## src/rtl/pmem_arbiter.sv

```systemverilog
// Round-robin arbiter sharing one single-port pmem between the IFU (port 0) and LSU (port 1).
// One access in flight at a time: accept, issue one mem_en_o pulse, wait the read latency, respond.
module pmem_arbiter #(
  parameter int ADDR_WIDTH  = 32,
  parameter int DATA_WIDTH  = 32,
  parameter int MEM_LATENCY = 1
) (
  input  logic                    clk,
  input  logic                    rst,
  input  logic                    ifu_req_valid_i,
  output logic                    ifu_req_ready_o,
  input  logic [ADDR_WIDTH-1:0]   ifu_addr_i,
  output logic                    ifu_resp_valid_o,
  input  logic                    ifu_resp_ready_i,
  output logic [DATA_WIDTH-1:0]   ifu_rdata_o,
  input  logic                    lsu_req_valid_i,
  output logic                    lsu_req_ready_o,
  input  logic [ADDR_WIDTH-1:0]   lsu_addr_i,
  input  logic                    lsu_we_i,
  input  logic [DATA_WIDTH-1:0]   lsu_wdata_i,
  input  logic [DATA_WIDTH/8-1:0] lsu_wmask_i,
  output logic                    lsu_resp_valid_o,
  input  logic                    lsu_resp_ready_i,
  output logic [DATA_WIDTH-1:0]   lsu_rdata_o,
  output logic                    mem_en_o,
  output logic                    mem_we_o,
  output logic [ADDR_WIDTH-1:0]   mem_addr_o,
  output logic [DATA_WIDTH-1:0]   mem_wdata_o,
  output logic [DATA_WIDTH/8-1:0] mem_wmask_o,
  input  logic [DATA_WIDTH-1:0]   mem_rdata_i
);

  localparam int MW = DATA_WIDTH / 8;

  typedef enum logic [1:0] {IDLE, ISSUE, WAIT, RESP} state_e;

  state_e                state_q, state_d;
  logic                  owner_q, owner_d;   // 0 = IFU, 1 = LSU
  logic                  last_q, last_d;     // requester granted most recently
  logic [ADDR_WIDTH-1:0] addr_q, addr_d;
  logic                  we_q, we_d;
  logic [DATA_WIDTH-1:0] wdata_q, wdata_d;
  logic [MW-1:0]         wmask_q, wmask_d;
  logic [3:0]            cnt_q, cnt_d;
  logic [DATA_WIDTH-1:0] ifu_rdata_q, ifu_rdata_d;
  logic [DATA_WIDTH-1:0] lsu_rdata_q, lsu_rdata_d;

  logic grant_ifu, grant_lsu, resp_ready;

  // On a tie the requester that did not win last time gets the grant.
  assign grant_ifu  = ifu_req_valid_i && (!lsu_req_valid_i || last_q);
  assign grant_lsu  = lsu_req_valid_i && (!ifu_req_valid_i || !last_q);
  assign resp_ready = owner_q ? lsu_resp_ready_i : ifu_resp_ready_i;

  always_ff @(posedge clk) begin
    if (rst) begin
      state_q     <= IDLE;
      owner_q     <= 1'b0;
      last_q      <= 1'b1;
      addr_q      <= '0;
      we_q        <= 1'b0;
      wdata_q     <= '0;
      wmask_q     <= '0;
      cnt_q       <= '0;
      ifu_rdata_q <= '0;
      lsu_rdata_q <= '0;
    end else begin
      state_q     <= state_d;
      owner_q     <= owner_d;
      last_q      <= last_d;
      addr_q      <= addr_d;
      we_q        <= we_d;
      wdata_q     <= wdata_d;
      wmask_q     <= wmask_d;
      cnt_q       <= cnt_d;
      ifu_rdata_q <= ifu_rdata_d;
      lsu_rdata_q <= lsu_rdata_d;
    end
  end

  always_comb begin
    state_d     = state_q;
    owner_d     = owner_q;
    last_d      = last_q;
    addr_d      = addr_q;
    we_d        = we_q;
    wdata_d     = wdata_q;
    wmask_d     = wmask_q;
    cnt_d       = cnt_q;
    ifu_rdata_d = ifu_rdata_q;
    lsu_rdata_d = lsu_rdata_q;
    unique case (state_q)
      IDLE: begin
        if (grant_ifu) begin
          addr_d  = ifu_addr_i;
          we_d    = 1'b0;
          wdata_d = '0;
          wmask_d = '1;
          owner_d = 1'b0;
          last_d  = 1'b0;
          state_d = ISSUE;
        end else if (grant_lsu) begin
          addr_d  = lsu_addr_i;
          we_d    = lsu_we_i;
          wdata_d = lsu_wdata_i;
          wmask_d = lsu_wmask_i;
          owner_d = 1'b1;
          last_d  = 1'b1;
          state_d = ISSUE;
        end
      end
      ISSUE: begin
        cnt_d   = 4'(MEM_LATENCY - 1);
        state_d = WAIT;
      end
      WAIT: begin
        if (cnt_q != 4'd0) begin
          cnt_d = cnt_q - 4'd1;
        end else begin
          // A write acknowledges with zero instead of whatever pmem drives.
          if (owner_q) lsu_rdata_d = we_q ? '0 : mem_rdata_i;
          else         ifu_rdata_d = we_q ? '0 : mem_rdata_i;
          state_d = RESP;
        end
      end
      RESP: begin
        if (resp_ready) state_d = IDLE;
      end
      default: state_d = IDLE;
    endcase
  end

  always_comb begin
    ifu_req_ready_o  = !rst && (state_q == IDLE) && grant_ifu;
    lsu_req_ready_o  = !rst && (state_q == IDLE) && !grant_ifu && grant_lsu;
    ifu_resp_valid_o = !rst && (state_q == RESP) && !owner_q;
    lsu_resp_valid_o = !rst && (state_q == RESP) && owner_q;
    mem_en_o         = !rst && (state_q == ISSUE);
    mem_we_o         = mem_en_o && we_q;
    mem_addr_o       = mem_en_o ? addr_q  : '0;
    mem_wdata_o      = mem_en_o ? wdata_q : '0;
    mem_wmask_o      = mem_en_o ? wmask_q : '0;
    ifu_rdata_o      = ifu_rdata_q;
    lsu_rdata_o      = lsu_rdata_q;
  end

endmodule

```

## config.mk

```make
export PLATFORM = sky130hd
export DESIGN_NAME = pmem_arbiter
export DESIGN_NICKNAME = d
export VERILOG_FILES = /design/src/rtl/pmem_arbiter.sv
export SDC_FILE = /design/constraint.sdc
export NUM_CORES = 1
export LEC_CHECK = 0
export CAP_MARGIN = 10
export CORE_MARGIN = 1
export CORE_UTILIZATION = 40
export CTS_BUF_LIST = sky130_fd_sc_hd__clkbuf_16
export CTS_CLUSTER_DIAMETER = 40
export CTS_CLUSTER_SIZE = 28
export DETAILED_ROUTE_END_ITERATION = 16
export GPL_TIMING_DRIVEN = 0
export PLACE_DENSITY = 0.9
export SYNTH_ARGS = -nofsm -noshare
export SYNTH_HDL_FRONTEND = slang
export SYNTH_SLANG_ARGS = --single-unit
```

## constraint.sdc

```tcl
create_clock -name clk -period 1.7 [get_ports clk]
set_input_delay 0.255 -clock clk [delete_from_list [all_inputs] [get_ports clk]]
set_output_delay 0.255 -clock clk [all_outputs]
set_load 0.05 [all_outputs]
```

---- Word level (Yosys, flattened, before mapping) ----
Index checks and enable logic that the tools add are counted.
word-level totals
  word-level logic and storage cells ...... 70
  output and inout bits ................... 138
  bits of input ports ..................... 139
  register bits ........................... 141
cells by class
  add/sub/neg operators ................... 1
  reductions and logical operators ........ 28
  bitwise logic cells ..................... 2
  equal/unequal tests ..................... 7
  muxes and demuxes ....................... 22
operator list
  operator             count
  $mux 32              7
  $mux 4               4
  $logic_and 1x1->1    11
  $reduce_and 3->1     3
  $mux 2               4
  $pmux 2 s4           1
  $pmux 4 s2           1
  $logic_not 1->1      6
  $ne 2x2->1 const B   3
  $mux 1               5
  $eq 2x2->1 const B   2
  $reduce_and 2->1     2
  $reduce_bool 2->1    2
  $reduce_bool 4->1    1
  $sub 4x1->4 const B  1
  $ne 3x3->1 const B   1
  $eq 2x1->1 const B   1
  $logic_not 2->1      1
  $logic_or 1x1->1     2
  $not 1->1            2

---- Logic depth before layout (Yosys ltp) ----
Gate-level depths: netlist (run 1).
  depth after elaboration ................. 6
  gate-level depth with buffers ........... 8
  gate-level depth less buffers ........... 6

---- Worst setup path before layout (run 1) ----
OpenSTA, ideal clock, no wires.
  kind .................................... register to output
  from .................................... register state_q[1]
  to ...................................... output mem_wdata_o[25]
  arrival ................................. 1.957 ns
  setup slack ............................. -0.512 ns
  stages on the path, launching flop included .. 6
  path buffers ............................ 1
  required time ........................... 1.445 ns
  path through ............................ dfxtp_1 -> inv_1 -> ha_1 -> nor2b_1 -> clkbuf_1 -> and2_1
on the way
  word-level cells in the longest chain between the ends .. 3
ends and longest elaborated chain
  element                 line  RTL
  start, declared         37    state_e state_q, state_d;
  start signal, assigned  68    state_q <= state_d;
  $eq 2x1->1              138   mem_en_o = !rst && (state_q == ISSUE);
  $logic_and 1x1->1       138
  via mem_en_o            25    output logic mem_en_o,
  $mux 32                 141   mem_wdata_o = mem_en_o ? wdata_q : '0;
  end, declared           28    output logic [DATA_WIDTH-1:0] mem_wdata_o,
The timed path passes the listed nets, and every way through them passes these cells.

---- Worst setup path after layout (run 1) ----
  from .................................... register state_q[1]
  to ...................................... output mem_wdata_o[22]
on the way
  word-level cells in the longest chain between the ends .. 3
ends and longest elaborated chain
  element            line
  $eq 2x1->1         138
  $logic_and 1x1->1  138
  $mux 32            141
Every way passes these cells.

==> results of run 1 <==
cell type report:
class	count	area, um^2
buffer	57	487
clock buffer	17	425
clock inverter	14	153
fill	1081	4160
inverter	5	18.8
multi-input combinational	520	3240
sequential	141	2830
tap	184	230
timing repair buffer	293	3150
worst reg2reg max path: cells and delay by family, from the launching register on:
family / cells / cell delay (ps)
buffers and inverters: 4 / 520
and+or+nand+nor: 3 / 500
DFF: 1 / 330
AOI/OAI and AO/OA: 1 / 140
adders and majority gates: 1 / 120
repair_timing:
item                       in CTS  in global routing
cloned                          0                  5
setup buffers                   2                 12
gates resized for setup       631                179
hold buffers                    0                  0
setup endpoints to repair     253                200
pin swaps                       0                 14
hold endpoints to repair        0                  0
cells by family (layout without fill, tap and decap cells):
| logic type | count (synthesis) | after routing | synth area share (%) |
|---|---|---|---|
| mux | 35 | 35 | 5.76 |
| xor+xnor | 1 | 1 | 0.144 |
| simple gates | 341 | 341 | 26.5 |
| buf+inv | 63 | 386 | 4.59 |
| fa+ha+maj | 6 | 6 | 1.23 |
| flops | 141 | 141 | 46.2 |
| compound gates | 137 | 137 | 15.5 |
synthesized netlist by cell type:
master and count:
dfxtp_1 141, buf_1 1, mux2_2 1, nand2b_1 2
a211oi_1 16, a21oi_1 67, and4b_1 1, nor3_1 5
a211oi_2 16, o21a_1 1, nand3_1 2, o31ai_1 1
ha_1 6, nor3b_1 3, nor2_1 77, and3b_1 2
nand4_1 1, buf_2 17, or4b_1 1, nor2b_1 37
inv_1 4, nand2_1 135, o21ai_4 1, buf_6 3
o21ai_1 1, inv_2 1, nor3b_2 1, a31oi_1 1
nand3b_1 2, clkbuf_1 37, mux2i_1 34, and2_1 69
a22oi_1 33, xor2_1 1, and3_1 3
final timing paths:
path / from / to / slack (ps) / cells past startpoint
max: state_q[1]$_SDFFE_PP0P_ / mem_wdata_o[22] / -270 / 7
min: lsu_wmask_i[2] / wmask_q[2]$_SDFFE_PP0P_ / 430 / 3
max reg2reg: cnt_q[0]$_SDFFE_PP0P_ / lsu_rdata_o[29]$_SDFFE_PP0P_ / 10 / 9
min reg2reg: ifu_rdata_o[31]$_SDFFE_PP0P_ / ifu_rdata_o[31]$_SDFFE_PP0P_ / 450 / 2
through the flow:
| stage | instance area (um^2) | util, % | setup slack (ps) |
|---|---|---|---|
| 2_1_floorplan | 6200 | - | -367 |
| 3_3_place_gp | 9190 | 62.5 | -1360 |
| 3_5_place_dp | 9190 | 62.5 | -1350 |
| 4_1_cts | 9950 | 67.7 | -301 |
| 5_1_grt | 10500 | 71.7 | -309 |
| 6_report | 10500 | 71.7 | -271 |
flip-flops by register name (all words and copies together), names as in the netlist:
signal       count
wmask_q          4
addr_q          32
last_q           1
owner_q          1
we_q             1
cnt_q            4
lsu_rdata_o     32
ifu_rdata_o     32
state_q          2
wdata_q         32
per-layer routing:
layer  vias to the layer above  global-route usage (%)  wire length, um
met4                         0                    8.54              608
met2                       260                    44.2            10700
met1                      2968                    27.4             7750
met3                        45                    7.36             1650
li1                       3042                       -                -
met5                         -                       0                0
power breakdown:
part / switching, mW / leakage (nW) / total (mW) / internal [mW]
Clock: 1.43 / 0.278 / 3.70 / 2.27
Combinational: 2.97 / 3.07 / 5.05 / 2.08
Sequential: 0.318 / 1.15 / 4.19 / 3.88
Total: 4.72 / 4.50 / 12.9 / 8.23
==> summary.md, run 1 <==
| Metric | Value |
|---|---|
| Outcome | complete, but fails checks |
| Violated checks | DRC, setup timing |
| Crit end category | primary output |
| Starting density of the core | roughly 42% |
| Minimum clock period after layout | ~2000 ps |
| CTS tree | built |
| CTS buffer count | 17 |
| Die Y | roughly 130 um |
| Core Region | 14700 um^2 |
| Site Rows | 44 |
| # setup viols final | 74 |
| Synthesized area per cell | approximately 8.4 um^2 |
| Initial DRC count | 360 |
| CTS H-tree depth | 4 |
| RD Place Congestion | 0.799 |
| Crit-path cells | inv_2, ha_4, nor2b_4, buf_12, buf_8, and2_2, buf_6 |
| WHS | between 400 and 500 ps |
| Synth top area share | 46.2% |
| Final period util | 116% |
| DRT Wirelength | 20.7 mm |
| IO buf count | about 280 |
| Vias/cell | 5.13 |
| DP Wirelength | 14.2 mm |
| TNS Setup | -17620 ps |
| CP Data Arrival Time | between 1500 and 2000 ps |
| Clock Tree Buf Depth | 2 |
| Clk root buf | clkbuf_16 |
| WL per Instance | around 17 um |
| Mapped Area | about 6000 um^2 |
| Yosys cell types | 35 |
| Worst Skew | around 13 ps |
| VDD IR max | about 720 uV |
| Vias in the first global route | between 6000 and 7000 |
| CP max stage delay | roughly 320 ps |
| Fmax | approximately 0.5 GHz |
| Fin nets | between 1000 and 1500 |
| Unrepaired setup endpoints after global routing | yes |
| Most common cell after layout, fill and taps aside | clkdlybuf4s50_1 |
| Worst-Skew Late Latency | about 420 ps |
| Slew Limit Fails | 0 |
| GRT overflow | 0 |
| Final cell count without fillers | about 1200 |
| DRC | 18 |
| Yosys warns | 0 |
| Die area | around 16000 um^2 |
| Tot Pwr | ~13 mW |
| P&R area growth vs syn | 72.6% |
| Hold Fails Final Rpt | 0 |
| Delay-heaviest family, CP | buffers and inverters |
| Register area share after synthesis | about 46% |
| Max-cap viol count | 0 |
| Initial antenna violation count | 0 |
| Vias | between 6000 and 7000 |
| Post-DRT Antenna Nets | 0 |
| Commonest cells after routing, fill and taps aside | 138 x clkdlybuf4s50_1, 137 x dfxtp_1, 133 x nand2_1 |
| Placed Cells | ~1200 |
| Worst Path Max Fanout | 10 |
| Mapped Cells | about 720 |
| Cell taking the most area after synthesis | dfxtp_1 |
| # IOs | roughly 280 |
| Die width | ~130 um |
| Power per cell area | approximately 1200 nW/um^2 |
| Global-route wire length before repair | 30.5 mm |
| CP max stage cell | dfxtp_2 |
| FF+latch count, synth | approximately 140 |
| ANT cells | 0 |
| Critical Path Start Type | flip-flop |
| Crit path kind | flip-flop to primary output |
| Clock Sinks | approximately 140 |
| Layout cell share with drive strength beyond 1 | 26.0% |
| Worst-Margin Slew | 683 ps |
| First-pass DRT Iterations | 11 |
| Top cells by area, synth | dfxtp_1 46%, nand2_1 8.3%, and2_1 7.1% |
| GRT Resource Usage Total | approximately a quarter |
| Syn_nets | around 870 |
| Worst relative slew slack | 54.4% |
| HP Class | input pin to flip-flop |
| Crit path buf inv count | 4 |
| WP data required | around 1400 ps |
| Final setup margin | -271 ps |
| Clock slew at reported path FFs | approximately 60 ps |
| LEAKAGE | about 4.5 nW |
| Largest net degree at the start of global routing | 17 |
(Power assumes the default switching activity.)
==> inputs of run 2 (changes only) <==
- CAP_MARGIN: 10 -> default
==> results of run 2 <==
Same layout as run 1: the final DEF is identical, and so are final timing and power.
